File: config.mk
export PLATFORM = sky130hd
export DESIGN_NAME = dma_mem_ctrl
export DESIGN_NICKNAME = d
export VERILOG_FILES = /design/src/rtl/dma_mem_ctrl.sv
export SDC_FILE = /design/constraint.sdc
export NUM_CORES = 1
export LEC_CHECK = 0
export ABC_AREA = 0
export CAP_MARGIN = 25
export CELL_PAD_IN_SITES_DETAIL_PLACEMENT = 0
export CELL_PAD_IN_SITES_GLOBAL_PLACEMENT = 1
export CORE_MARGIN = 10
export CORE_UTILIZATION = 38
export DETAILED_ROUTE_END_ITERATION = 7
export GPL_TIMING_DRIVEN = 0
export PLACE_DENSITY_LB_ADDON = 0.1
export SYNTH_ARGS = -nofsm -noshare
export SYNTH_HDL_FRONTEND = slang
export SYNTH_SLANG_ARGS = --single-unit
export TNS_END_PERCENT = 5
File: constraint.sdc
create_clock -name clk_i -period 3.55 [get_ports clk_i]
set_clock_uncertainty 0.2 [all_clocks]
set_input_delay 0.5325 -clock clk_i [delete_from_list [all_inputs] [get_ports clk_i]]
set_output_delay 0.5325 -clock clk_i [all_outputs]
set_load 0.02 [all_outputs]
File: src/rtl/dma_mem_ctrl.sv
// Sequencer in front of the DMA write/read engines: latches a command, runs the
// req/ack handshake, snoops stream beats for completion and reports status.
module dma_mem_ctrl #(
    parameter int unsigned       MEM_AW  = 16,
    parameter int unsigned       LEN_MIN = 4,
    parameter int unsigned       TOUT_W  = 16,
    parameter logic [TOUT_W-1:0] TOUT    = {TOUT_W{1'b1}}
) (
    input  logic              clk_i,
    input  logic              rst_ni,
    input  logic              cmd_start_i,
    input  logic              cmd_dir_i,
    input  logic              cmd_abort_i,
    input  logic [MEM_AW-1:0] cmd_addr_i,
    input  logic [MEM_AW-1:0] cmd_len_i,
    output logic              wr_req_o,
    input  logic              wr_ack_i,
    output logic [MEM_AW-1:0] wr_addr_o,
    input  logic              wr_beat_i,
    input  logic              wr_last_i,
    output logic              rd_req_o,
    input  logic              rd_ack_i,
    output logic [MEM_AW-1:0] rd_addr_o,
    output logic [MEM_AW-1:0] rd_len_o,
    input  logic              rd_beat_i,
    input  logic              rd_last_i,
    output logic              busy_o,
    output logic              done_o,
    output logic [2:0]        status_o,
    output logic [MEM_AW-1:0] beat_cnt_o
);

    localparam logic [2:0] S_IDLE     = 3'd0;
    localparam logic [2:0] S_CHECK    = 3'd1;
    localparam logic [2:0] S_WAIT_ACK = 3'd2;
    localparam logic [2:0] S_XFER     = 3'd3;
    localparam logic [2:0] S_RELEASE  = 3'd4;
    localparam logic [2:0] S_DONE     = 3'd5;

    localparam logic [2:0] ST_OK           = 3'd0;
    localparam logic [2:0] ST_BAD_LEN      = 3'd1;
    localparam logic [2:0] ST_TIMEOUT      = 3'd2;
    localparam logic [2:0] ST_ABORT        = 3'd3;
    localparam logic [2:0] ST_LEN_MISMATCH = 3'd4;

    localparam logic [MEM_AW-1:0] LP_LEN_MIN = MEM_AW'(LEN_MIN);
    localparam logic [MEM_AW-1:0] LP_CNT_ONE = MEM_AW'(1);
    localparam logic [TOUT_W-1:0] LP_TOUT_ONE = TOUT_W'(1);

    logic [2:0]        r_state;
    logic              r_dir;
    logic [MEM_AW-1:0] r_addr;
    logic [MEM_AW-1:0] r_len;
    logic [MEM_AW-1:0] r_beat_cnt;
    logic [TOUT_W-1:0] r_tout;
    logic              r_wr_req;
    logic              r_rd_req;
    logic [2:0]        r_status;

    logic              w_ack;
    logic              w_beat;
    logic              w_last;
    logic              w_len_bad;
    logic              w_tout_hit;
    logic [MEM_AW-1:0] w_cnt_inc;
    logic [TOUT_W-1:0] w_tout_inc;

    // Only the engine selected by the latched direction is observed.
    assign w_ack  = r_dir ? rd_ack_i : wr_ack_i;
    assign w_last = r_dir ? rd_last_i : wr_last_i;
    assign w_beat = r_dir ? (rd_beat_i | rd_last_i) : (wr_beat_i | wr_last_i);

    assign w_len_bad  = (r_len == '0) || (r_len < LP_LEN_MIN);
    assign w_cnt_inc  = (r_beat_cnt == '1) ? r_beat_cnt : r_beat_cnt + LP_CNT_ONE;
    assign w_tout_inc = r_tout + LP_TOUT_ONE;
    // Fires on the edge where the idle count would reach TOUT.
    assign w_tout_hit = (TOUT != '0) && (w_tout_inc == TOUT);

    always_ff @(posedge clk_i or negedge rst_ni) begin
        if (!rst_ni) begin
            r_state    <= S_IDLE;
            r_dir      <= 1'b0;
            r_addr     <= '0;
            r_len      <= '0;
            r_beat_cnt <= '0;
            r_tout     <= '0;
            r_wr_req   <= 1'b0;
            r_rd_req   <= 1'b0;
            r_status   <= ST_OK;
        end else begin
            case (r_state)
                S_IDLE: begin
                    if (cmd_start_i) begin
                        r_dir      <= cmd_dir_i;
                        r_addr     <= cmd_addr_i;
                        r_len      <= cmd_len_i;
                        r_beat_cnt <= '0;
                        r_status   <= ST_OK;
                        r_state    <= S_CHECK;
                    end
                end
                S_CHECK: begin
                    if (w_len_bad) begin
                        r_status <= ST_BAD_LEN;
                        r_state  <= S_DONE;
                    end else begin
                        r_wr_req <= ~r_dir;
                        r_rd_req <= r_dir;
                        r_tout   <= '0;
                        r_state  <= S_WAIT_ACK;
                    end
                end
                S_WAIT_ACK: begin
                    if (cmd_abort_i) begin
                        r_wr_req <= 1'b0;
                        r_rd_req <= 1'b0;
                        r_status <= ST_ABORT;
                        r_state  <= S_RELEASE;
                    end else if (w_tout_hit) begin
                        r_wr_req <= 1'b0;
                        r_rd_req <= 1'b0;
                        r_status <= ST_TIMEOUT;
                        r_state  <= S_RELEASE;
                    end else begin
                        r_tout <= w_tout_inc;
                        if (w_ack) begin
                            r_state <= S_XFER;
                        end
                    end
                end
                S_XFER: begin
                    if (w_beat) begin
                        r_beat_cnt <= w_cnt_inc;
                        r_tout     <= '0;
                    end else begin
                        r_tout <= w_tout_inc;
                    end
                    // The read engine re-arms on the last-beat edge, so req must fall here.
                    if (w_last) begin
                        r_wr_req <= 1'b0;
                        r_rd_req <= 1'b0;
                        r_status <= (w_cnt_inc == r_len) ? ST_OK : ST_LEN_MISMATCH;
                        r_state  <= S_RELEASE;
                    end else if (cmd_abort_i) begin
                        r_wr_req <= 1'b0;
                        r_rd_req <= 1'b0;
                        r_status <= ST_ABORT;
                        r_state  <= S_RELEASE;
                    end else if (!w_beat && w_tout_hit) begin
                        r_wr_req <= 1'b0;
                        r_rd_req <= 1'b0;
                        r_status <= ST_TIMEOUT;
                        r_state  <= S_RELEASE;
                    end
                end
                S_RELEASE: begin
                    if (!w_ack) begin
                        r_state <= S_DONE;
                    end
                end
                S_DONE: begin
                    r_state <= S_IDLE;
                end
                default: begin
                    r_state <= S_IDLE;
                end
            endcase
        end
    end

    assign wr_req_o   = r_wr_req;
    assign rd_req_o   = r_rd_req;
    assign wr_addr_o  = r_addr;
    assign rd_addr_o  = r_addr;
    assign rd_len_o   = r_len;
    assign busy_o     = (r_state != S_IDLE) && (r_state != S_DONE);
    assign done_o     = (r_state == S_DONE);
    assign status_o   = r_status;
    assign beat_cnt_o = r_beat_cnt;

endmodule

======== Word-level counts from Yosys, hierarchy flattened ========
Index checks and enable logic that the tools add are counted.
cells by class
  mux-type cells .......................... 40
  magnitude comparators ................... 1
  reductions and logical operators ........ 16
  add/sub/neg operators ................... 2
  bitwise gates (word level) .............. 3
  equality and inequality tests ........... 19
operator list
  kind                     number
  $mux W16                 7
  $mux W3                  17
  $pmux W16 S3             1
  $add A16 B1 Y16 const B  2
  $eq A16 B16 Y1 const B   2
  $pmux W16 S2             1
  $eq A16 B16 Y1           1
  $logic_not A16 Y1        1
  $lt A16 B3 Y1 const B    1
  $pmux W3 S5              1
  $ne A2 B2 Y1 const B     7
  $pmux W3 S4              1
  $reduce_and A4 Y1        3
  $mux W1                  10
  $ne A4 B4 Y1 const B     2
  $eq A3 B2 Y1 const B     2
  $eq A3 B3 Y1 const B     2
  $ne A3 B3 Y1 const B     2
  $pmux W1 S3              2
  $reduce_bool A3 Y1       2
  $reduce_and A5 Y1        1
  $reduce_bool A4 Y1       1
  $eq A3 B1 Y1 const B     1
  $logic_not A3 Y1         1
  8 further kinds          10
storage, ports and cells
  flip-flop bits (word level) ............. 73
  word-level logic and storage cells ...... 90

======== Depth between registers and ports, before layout ========
  depth after elaboration ................. 8
  depth in mapped cells ................... 10

======== Worst setup path before layout ========
Ideal clock, no wire load.
  path kind ............................... register to register
  from .................................... register r_tout[0]
  to ...................................... register r_status[0], in the netlist status_o[0]
  setup slack ............................. 480 ps
  required time ........................... 3222 ps
  buffers on the path ..................... 0
  arrival time ............................ 2742 ps
  setup time .............................. 128 ps
  cell stages (with the launch flop) ...... 9
  path through ............................ dfrtp_1 -> ha_1 -> xnor2_1 -> or3_2 -> a2111oi_4 -> and4_4 -> a21oi_4 -> a2111oi_4 -> mux2_1
on the way
  cells in the longest elaborated chain, start to end .. 5
ends and longest elaborated chain
  what                             RTL line  source
  start, declared                  55        logic [TOUT_W-1:0] r_tout;
  start signal, assigned           125       r_tout <= w_tout_inc;
  start signal, assigned           136       r_tout <= w_tout_inc;
  $add A16 B1 Y16 (*)              75        assign w_tout_inc = r_tout + LP_TOUT_ONE;
  $eq A16 B16 Y1 (*)               77        assign w_tout_hit = (TOUT != '0) && (w_tout_inc == TOUT);
  $logic_and A1 B1 Y1              149       end else if (!w_beat && w_tout_hit) begin
  $ne A4 B4 Y1 (no line)           --
  $reduce_and A5 Y1 (no line) (*)  --
  end signal, assigned             142       r_status <= (w_cnt_inc == r_len) ? ST_OK : ST_LEN_MISMATCH;
  end, declared                    58        logic [2:0] r_status;
Mark *: on every way between the ends. The rest lies on a longest branch, timed or not.
A chain may end at the register's enable or synchronous reset.

======== Worst setup path after layout ========
  from .................................... register r_beat_cnt[7], in the netlist beat_cnt_o[7]
  to ...................................... register r_status[2], in the netlist status_o[2]
on the way
  cells in the longest elaborated chain, start to end .. 6
ends and longest elaborated chain
  what                                                      RTL line  source
  start, declared                                           54        logic [MEM_AW-1:0] r_beat_cnt;
  start signal, assigned                                    133       r_beat_cnt <= w_cnt_inc;
  $add A16 B1 Y16 / $eq A16 B16 Y1 (equally long branches)  74        assign w_cnt_inc = (r_beat_cnt == '1) ? r_beat_cnt : r_beat_cnt + LP_CNT_ONE;
  $mux W16 (*)                                              74
  $eq A16 B16 Y1 (*)                                        142
  $mux W3 (*)                                               142
  $mux W3 (*)                                               139       if (w_last) begin
  $pmux W3 S4 (*)                                           91        case (r_state)
Marked as above.

==> reports/metrics.yaml <==
status:
  status: "finished, final reports clean"
grt:
  grt_pass1_wl_mm: 23.0
  grt_antenna_before_repair: 0
  grt_use_total_pct: 17.0
  grt_pass1_vias: 4293
  grt_start_max_net_pins: 60
  overflow: 0
clocking:
  post_cts_buffers: 0
  clock_sinks: 73
  cts_tree: "built"
  cts_max_level: 3
  cts-root-buf: "clkbuf_16"
  clk_pin_slew_ns: 0.06
  clk_latency_ns: 0.34
  clockBufferDepth: 2
  cts_made_buffers: 9
layout:
  diodes: 0
  nNetsFinal: 665
  final_cells: 771
  drive_gt1_share_pct: 17.0
  fin_util_pct: 53.0
  syn_to_final_growth_pct: 36.5
route:
  wl_per_cell_um: 18.5
  drt_iter0_markers: 407
  drc: 0
  vias: 4337
  first_pass_iters: 5
  avgViaCountPerCell: 5.63
  ant_nets: 0
  routed_wl_mm: 14.3
die:
  fp.dieH_um: 131
  io_pins: 114
  floorplan.initialDensity_pct: 38.8
  fp.coreArea_um2: 12000
  die_x_um: 131
  row_count: 40
  dieArea_um2: 17000
logic_synthesis:
  ys.flop_type: "dfrtp_1"
  synth.ff_latch_count: 73
  yosys_warnings: 0
  synth.most_common_cell: "dfrtp_1"
  synth_edf_count: 0
  syn_nets: 537
  synth_top_area_cell: "dfrtp_1"
  synth_commonest_cells: "dfrtp_1, nor2_1, mux2_2"
  synthTopCellsByArea: "dfrtp_1, mux2_2, o21ai_0"
  ys_types: 67
  syn-instance-count: 491
  avgSynthCellArea_um2: 9.45
  ys_seq_area_share_pct: 39.4
  synthArstFlopShare_pct: 100
  synth.cell_area_um2: 4640
  synth_top_area_share_pct: 39.4
sta:
  min_period_ns: 3.42
  drv_slew: 0
  clock.fmax_mhz: 293
  worst_pin_slew_ns: 0.689
  period_share_pct: 96.2
  hold_violations: 0
  worst_slack_ns: 0.133
  setup_viol: 0
  worst_slew_margin_rel_pct: 54.1
  rsz0062_at_grt: "yes"
flow_run:
  maxCapViolations: 0
setup_path:
  startpoint_type: "register"
  cpMostUsedCell: "nand4_1"
  path_class: "register to register"
  cp_data_required_time_ns: 3.55
  worst_path_largest_cell_delay_ns: 0.55
  path_buf_inv: 1
  crit_family: "simple AND/OR/NAND/NOR gates"
  crit_chain: "clkbuf_1 > nand4_1 > nor3_1 > mux2_2 > a211oi_1 > nand4_1 > a2111oi_1 > o32ai_1"
  crit_fanout: 9
  cpMaxStageDelayCell: "a2111oi_1"
  worstPathArrival_ns: 3.42
  critical_path_depth: 8
  end_kind: "register"
  r2r_cells: 8
hold_path:
  whs_path_depth: 1
  min_path_type: "register to register"
placement:
  dp_hpwl_mm: 10.7
  place.gp.congestion: 0.925
  dp_slack_ns: -0.0605
  dp.cells: 752
  portBuffers: 113
power:
  ir_drop_v: 0.000472
  p_leak_nw: 2.41
  p_per_area_nw_per_um2: 769
area by class of cell:
| cell class | count | area, um^2 |
|---|---|---|
| clock inverter | 5 | 80.1 |
| sequential | 73 | 1830 |
| timing repair buffer | 117 | 1180 |
| buffer | 46 | 295 |
| multi-input combinational | 363 | 2500 |
| clock buffer | 11 | 233 |
| fill | 1126 | 5630 |
| inverter | 9 | 33.8 |
| tap | 147 | 184 |
worst paths after layout:
kind / slack (ns) / start / endpoint
max: 0.13 / beat_cnt_o[7]$_DFFE_PN0P_ / status_o[2]$_DFFE_PN0P_
min: 0.28 / r_tout[15]$_DFFE_PN0P_ / r_tout[15]$_DFFE_PN0P_
max reg2reg: 0.13 / beat_cnt_o[7]$_DFFE_PN0P_ / status_o[2]$_DFFE_PN0P_
min reg2reg: 0.28 / r_tout[15]$_DFFE_PN0P_ / r_tout[15]$_DFFE_PN0P_
max in group asynchronous: 2.19 / rst_ni / beat_cnt_o[2]$_DFFE_PN0P_
min in group asynchronous: 0.39 / rst_ni / r_tout[9]$_DFFE_PN0P_
routing by layer:
metal | up-vias | part of all wire (%) | track usage, %
met3 | 21 | 8.2 | 5.64
met5 | - | 0 | 0
met1 | 2082 | 42 | 21.1
met2 | 163 | 48 | 27.0
met4 | 0 | 1.7 | 5.89
li1 | 2071 | - | -
report_power, final:
part / switching (mW) / total [mW] / internal (mW)
clock network: 0.362 / 0.976 / 0.615
logic: 1.26 / 2.52 / 1.26
registers: 0.293 / 1.38 / 1.09
total: 1.91 / 4.87 / 2.96
sequential cells by signal, summed over array words and instances, names as in the netlist:
| register | flops |
|---|---|
| beat_cnt_o | 16 |
| r_tout | 16 |
| rd_addr_o | 16 |
| rd_len_o | 16 |
| r_state | 3 |
| status_o | 3 |
| r_dir | 1 |
| rd_req_o | 1 |
| wr_req_o | 1 |
metrics by stage:
| step | TNS (ns) | hold slack [ns] | instance area, um^2 | power [mW] |
|---|---|---|---|---|
| final | 0 | 0.285 | 6330 | 4.87 |
| after global routing | -0.00480 | 0.308 | 6330 | 5.18 |
| after CTS | 0 | 0.289 | 6300 | 4.92 |
| after detailed placement | -0.0894 | 0.214 | 5980 | 3.91 |
| after global placement | -69.32 | 0.276 | 5960 | 3.88 |
| after floorplan | 0 | 0.0369 | 4640 | 2.83 |
cell families after synthesis:
logic type / after synthesis / synth area share, %
DFF: 73 / 39.4
AOI/OAI and AO/OA: 122 / 18.0
adders and majority gates: 3 / 0.809
muxes: 47 / 11.2
buffers and inverters: 55 / 7.04
and+or+nand+nor: 174 / 20.4
xor gates and xnor gates: 17 / 3.21
what timing repair did:
item,CTS,global route
resized for setup,0,8
hold buffers,1,0
endpoints found under the hold margin,14,0
endpoints found under the setup margin,0,14
layout by cell type, fill, tap and decap left out, types with 3 or more instances in the layout:
cell / count
buf_4: 18
buf_6: 3
nand2_1: 30
a31oi_1: 6
clkbuf_4: 3
clkbuf_16: 9
clkdlybuf4s50_1: 112
clkbuf_8: 3
and3_2: 3
a211oi_1: 7
nor3_1: 15
nand3_1: 17
mux2_2: 37
a21oi_1: 27
inv_1: 9
nand2b_1: 5
xor2_1: 7
nand4_1: 15
nor4_1: 12
o21ai_0: 34
and3_1: 5
or4_1: 3
clkbuf_1: 22
dfrtp_1: 73
or3_1: 5
mux2i_1: 8
o41ai_1: 3
nor2_1: 38
and2_1: 4
xnor2_1: 10
nor2b_1: 6
o31ai_1: 15
(Power assumes the default switching activity.)
